--- config.mk ---
export PLATFORM = sky130hd
export DESIGN_NAME = load_store_unit
export DESIGN_NICKNAME = d
export VERILOG_FILES = /design/src/rtl/lsu_pkg.sv /design/src/rtl/load_extend.sv /design/src/rtl/load_store_unit.sv
export SDC_FILE = /design/constraint.sdc
export NUM_CORES = 1
export LEC_CHECK = 0
export BUFFER_PORTS_ARGS = -buffer_cell sky130_fd_sc_hd__buf_2
export CORE_ASPECT_RATIO = 0.9
export CORE_MARGIN = 3
export CORE_UTILIZATION = 50
export CTS_CLUSTER_SIZE = 16
export DETAILED_ROUTE_END_ITERATION = 16
export PLACE_DENSITY = 0.77
export SKIP_LAST_GASP = 1
export SLEW_MARGIN = 5
export SYNTH_ARGS = -nofsm -noshare
export SYNTH_HDL_FRONTEND = slang
export SYNTH_SLANG_ARGS = --single-unit
--- constraint.sdc ---
create_clock -name clk -period 2.68 [get_ports clk]
set_input_delay 0.134 -clock clk [delete_from_list [all_inputs] [get_ports clk]]
set_output_delay 0.134 -clock clk [all_outputs]
set_load 0.02 [all_outputs]
--- src/rtl/lsu_pkg.sv ---
// Shared encodings, FSM states and helpers for the load/store unit.
// Imported by load_store_unit and load_extend.
package lsu_pkg;

   localparam logic [2:0] F3_B  = 3'b000;
   localparam logic [2:0] F3_H  = 3'b001;
   localparam logic [2:0] F3_W  = 3'b010;
   localparam logic [2:0] F3_BU = 3'b100;
   localparam logic [2:0] F3_HU = 3'b101;

   typedef enum logic [1:0] {
      S_IDLE   = 2'd0,
      S_ACCESS = 2'd1,
      S_RESP   = 2'd2
   } state_t;

   function automatic logic [2:0] beat_count(input logic [2:0] f3);
      logic [2:0] n;
      n = 3'd1;
      if (f3 == F3_H || f3 == F3_HU)
         n = 3'd2;
      else if (f3 == F3_W)
         n = 3'd4;
      return n;
   endfunction

endpackage

--- src/rtl/load_extend.sv ---
// Size and sign extension of the assembled load bytes.
// Purely combinational.
module load_extend
   import lsu_pkg::*;
(
   input  logic [31:0] data,
   input  logic [2:0]  funct3,
   output logic [31:0] rdata
);

   // Select width and extension from the size code
   always_comb begin
      rdata = '0;
      unique case (1'b1)
         (funct3 == F3_B):  rdata = {{24{data[7]}}, data[7:0]};
         (funct3 == F3_BU): rdata = {24'h0, data[7:0]};
         (funct3 == F3_H):  rdata = {{16{data[15]}}, data[15:0]};
         (funct3 == F3_HU): rdata = {16'h0, data[15:0]};
         (funct3 == F3_W):  rdata = data;
         default:           rdata = '0;
      endcase
   end

endmodule

--- src/rtl/load_store_unit.sv ---
// Byte-serial load/store unit between the pipeline and an 8-bit memory.
// Halfwords and words are moved one little-endian byte per beat.
module load_store_unit
   import lsu_pkg::*;
#(
   parameter bit CHECK_ALIGN = 1'b1
) (
   input  logic        clk,
   input  logic        rst_n,
   input  logic        req_valid,
   output logic        req_ready,
   input  logic        req_we,
   input  logic [2:0]  req_funct3,
   input  logic [31:0] req_addr,
   input  logic [31:0] req_wdata,
   output logic        rsp_valid,
   output logic [31:0] rsp_rdata,
   output logic        rsp_err,
   output logic        busy,
   output logic        mem_en,
   output logic        mem_we,
   output logic [31:0] mem_addr,
   output logic [7:0]  mem_wdata,
   input  logic [7:0]  mem_rdata,
   input  logic        mem_ready
);

   state_t      state;
   logic        up_q;
   logic        we_q;
   logic        err_q;
   logic [2:0]  f3_q;
   logic [2:0]  beat_q;
   logic [31:0] addr_q;
   logic [31:0] wdata_q;
   logic [31:0] data_q;
   logic [31:0] ext;
   logic        illegal;
   logic        accept;
   logic        last;
   logic [4:0]  bsel;

   assign bsel   = {beat_q[1:0], 3'b000};
   assign accept = req_valid & req_ready;
   assign last   = (beat_q == (beat_count(f3_q) - 3'd1));

   // Classify the incoming request as legal or not
   always_comb begin
      illegal = 1'b0;
      unique case (1'b1)
         (req_funct3 == F3_B || req_funct3 == F3_BU):
            illegal = 1'b0;
         (req_funct3 == F3_H || req_funct3 == F3_HU):
            illegal = CHECK_ALIGN & req_addr[0];
         (req_funct3 == F3_W):
            illegal = CHECK_ALIGN & (req_addr[1:0] != 2'b00);
         default:
            illegal = 1'b1;
      endcase
   end

   // Request latch, beat sequencing and load byte capture
   always_ff @(posedge clk or negedge rst_n) begin
      if (!rst_n) begin
         state   <= S_IDLE;
         up_q    <= 1'b0;
         we_q    <= 1'b0;
         err_q   <= 1'b0;
         f3_q    <= '0;
         beat_q  <= '0;
         addr_q  <= '0;
         wdata_q <= '0;
         data_q  <= '0;
      end else begin
         up_q <= 1'b1;
         unique case (state)
            S_IDLE: begin
               if (accept) begin
                  addr_q  <= req_addr;
                  wdata_q <= req_wdata;
                  we_q    <= req_we;
                  f3_q    <= req_funct3;
                  beat_q  <= '0;
                  data_q  <= '0;
                  err_q   <= illegal;
                  state   <= illegal ? S_RESP : S_ACCESS;
               end
            end
            S_ACCESS: begin
               if (mem_ready) begin
                  if (!we_q)
                     data_q[bsel +: 8] <= mem_rdata;
                  beat_q <= beat_q + 3'd1;
                  if (last)
                     state <= S_RESP;
               end
            end
            S_RESP: state <= S_IDLE;
            default: state <= S_IDLE;
         endcase
      end
   end

   load_extend u_ext (
      .data   (data_q),
      .funct3 (f3_q),
      .rdata  (ext)
   );

   // Handshake, memory and response outputs decoded from state
   always_comb begin
      req_ready = up_q & (state == S_IDLE);
      busy      = (state != S_IDLE);
      mem_en    = (state == S_ACCESS);
      mem_we    = mem_en & we_q;
      mem_addr  = mem_en ? (addr_q + {29'h0, beat_q}) : 32'h0;
      mem_wdata = mem_en ? wdata_q[bsel +: 8] : 8'h0;
      rsp_valid = (state == S_RESP);
      rsp_err   = rsp_valid & err_q;
      rsp_rdata = (rsp_valid & ~we_q & ~err_q) ? ext : 32'h0;
   end

endmodule

==> run metrics <==
status finished clean; Max rail drop VDD 533 uV; Main synth FF type dfrtp_1; gr ovfl total 0; Total Power 7.51 mW; CTS max path bufs 2; Hold Startpoint req_addr[12]; CTS tree done; Seq cells post-synth 107; gr usage total 0.229; required time worst endpoint 2.55 ns; Post-Syn Instances 560; clk sink count 107; ys async rst share 1.00; Seq/Total Area, Yosys 0.463; Tightest Pin Transition 0.661 ns; Max-Cap Viols 0; GR Util met1 0.309; clock-pin slew on the worst setup and hold paths 0.07 ns; Tcrit/Tclk final 0.962; final hold violation count 0; Worst-Skew Late Latency 0.35 ns; Vias per Instance 5.57; CP Capture Type primary output; path depth of the worst reg2reg path 4; yosys warns 0; Nets 806; Synth cell types 55; routed len/inst 16.9 um; Final TNS setup 0 ns; Starting Density 0.524; Synth Cell Area 5780 um2; # diodes 0; Final ANT Viol Nets 0; Die X 119 um; IO Count 158; Synthesized Nets 648; Worst Path Max Fanout 6; Rel. slew slack 0.558; Leak 3.22 nW; critical path class reg2out; Final GP Congestion 0.841; Pwr Density 1050 nW/um2; Min-Delay Endpoint addr_q[12]; RSZ-0062 raised after global routing no; Hold WC Path Type in2reg; DRC violations left 0; CTS root buf clkbuf_16; core box area 11000 um2; H-tree depth 3; Die Area 12900 um2; initial DRC count 312; vias 4862; total CTS buffers 9; DP HPWL 10.9 mm; cell count of the worst hold path 2; Final min period 2.58 ns; Area Overhead vs Synth 23.8%; Rows 36; worst hold slack 0.0165 ns; max frequency 388 MHz; Final setup viols 0; clk_skew 0.0108 ns; largest net degree at the start of global routing 62; met3 global-route usage 0.0591; Worst Path Arrival 2.44 ns; crit path launch type flip-flop; FF-to-FF Start state[0]; vias in the first global route 4696; Port Buffers 157; EDFF count, synth 0; M2 GR Usage 0.367; first-pass GRT wire length 23.6 mm; Die H 108 um; antenna violations before repair 0; fin util 0.648; Routed Wire Length 14.8 mm; syn avg cell area 10.3 um2; Max Slew Vio Count 0; r2r endpoint wdata_q[26]; R2R setup slack 0.64 ns; Pre-Repair DR Iteration Count 5; peak-usage layer in the global routing report met2; share of layout cells above drive strength 1 0.395
[cells in the mapped netlist, types with 3 or more instances]
cell type | n | area, um2
clkbuf_1 | 17 | 63.8
nor4b_1 | 6 | 52.6
and3_1 | 9 | 56.3
and3_2 | 3 | 22.5
mux2_2 | 64 | 721
nor3_1 | 5 | 25.0
buf_1 | 3 | 11.3
mux4_2 | 8 | 180
dfrtp_1 | 107 | 2680
nor4_1 | 6 | 37.5
nor2b_1 | 11 | 68.8
a21oi_1 | 39 | 195
inv_1 | 19 | 71.3
buf_2 | 10 | 50.1
xor2_1 | 7 | 61.3
nand4_1 | 6 | 37.5
nand2_1 | 62 | 233
a22o_1 | 17 | 149
or3_1 | 3 | 18.8
xnor2_1 | 17 | 149
o21ai_0 | 29 | 145
mux2i_1 | 5 | 50.1
ha_1 | 7 | 87.6
nand3_1 | 18 | 90.1
and2_1 | 3 | 18.8
nor2_1 | 40 | 150
o21ai_1 | 3 | 15.0
nand3b_1 | 3 | 22.5
[logic make-up (layout without fill, tap and decap cells)]
group / after synthesis / in the layout / synth area share
buffers and inverters: 51 / 212 / 0.0387
flip-flops: 107 / 107 / 0.463
AND/OR/NAND/NOR: 197 / 197 / 0.180
AO/OA/AOI/OAI: 95 / 95 / 0.0978
XOR/XNOR: 24 / 24 / 0.0364
other: 1 / 1 / 0.000649
multiplexers: 77 / 77 / 0.164
adder cells (fa/ha/maj): 8 / 8 / 0.0186
[how the worst max path moves through the flow]
stage,cells past startpoint,to,slack (ns),from
5_1_grt,10,mem_addr[24],0.003,beat_q[0]
4_1_cts,10,mem_addr[26],-0.02,beat_q[0]
6_report,10,mem_addr[24],0.10,beat_q[0]
3_5_place_dp,9,mem_addr[30],0.25,beat_q[0]
2_1_floorplan,8,mem_addr[28],0.16,beat_q[1]
3_3_place_gp,9,mem_addr[30],0.39,beat_q[0]
[sequential cells by signal, indices dropped and copies added (netlist names)]
signal   cells
addr_q      32
data_q      32
err_q        1
wdata_q     32
f3_q         3
state        2
beat_q       3
we_q         1
up_q         1
[through the flow]
step / instances / setup WS [ns] / instance area (um2)
after floorplan: 560 / 0.163 / 5780
after global placement: 853 / 0.388 / 6760
after detailed placement: 853 / 0.253 / 6760
after CTS: 872 / -0.0165 / 7100
after global routing: 873 / 0.00308 / 7160
final: 873 / 0.103 / 7160
[report_power, final]
group	switching, mW	leakage, nW	internal (mW)
registers	0.606	1.34	2.24
logic	1.91	1.75	1.54
clock network	0.567	0.128	0.651
[layout make-up]
class	count	area (um2)
Fill cell	874	3880
Multi-Input combinational cell	402	2950
Sequential cell	107	2680
Timing Repair Buffer	179	1000
Clock buffer	11	243
Tap cell	152	190
Inverter	19	71.3
Clock inverter	3	25.0
[critical path, stage by stage (launching register included)]
cell	delay [ns]
dfrtp_1	0.35
ha_1	0.17
inv_1	0.06
fa_2	0.37
nor2b_4	0.16
buf_4	0.14
o2111a_2	0.28
nand4_1	0.15
xor2_1	0.17
nor2_1	0.09
buf_4	0.15
[cells in the final DEF, fill, tap and decap left out, drive strengths merged, types with 4 or more instances in the layout]
master / count
buf: 174
dfrtp: 107
mux2: 64
nand2: 62
nor2: 41
a21oi: 39
o21ai: 32
inv: 20
nand3: 19
xnor2: 17
a22o: 17
and3: 13
nor2b: 11
clkbuf: 11
mux4: 8
xor2: 7
ha: 7
nor4b: 7
nand4: 6
nor4: 6
nor3: 6
mux2i: 5
dlygate4sd3: 5
or3: 4
[per-layer routing]
layer	wire length [um]	part of all wire
met5	0	0
met4	282	0.019
met3	916	0.062
met2	7060	0.48
met1	6510	0.44
[timing repair]
item,4_1_cts,5_1_grt
setup buffers,0,1
hold buffers,5,0
cloned,0,0
gates resized for setup,5,11
pin swaps,0,1
setup endpoints to repair,11,14
endpoints found under the hold margin,53,0
Note: power is estimated with default switching activity, not from simulation.
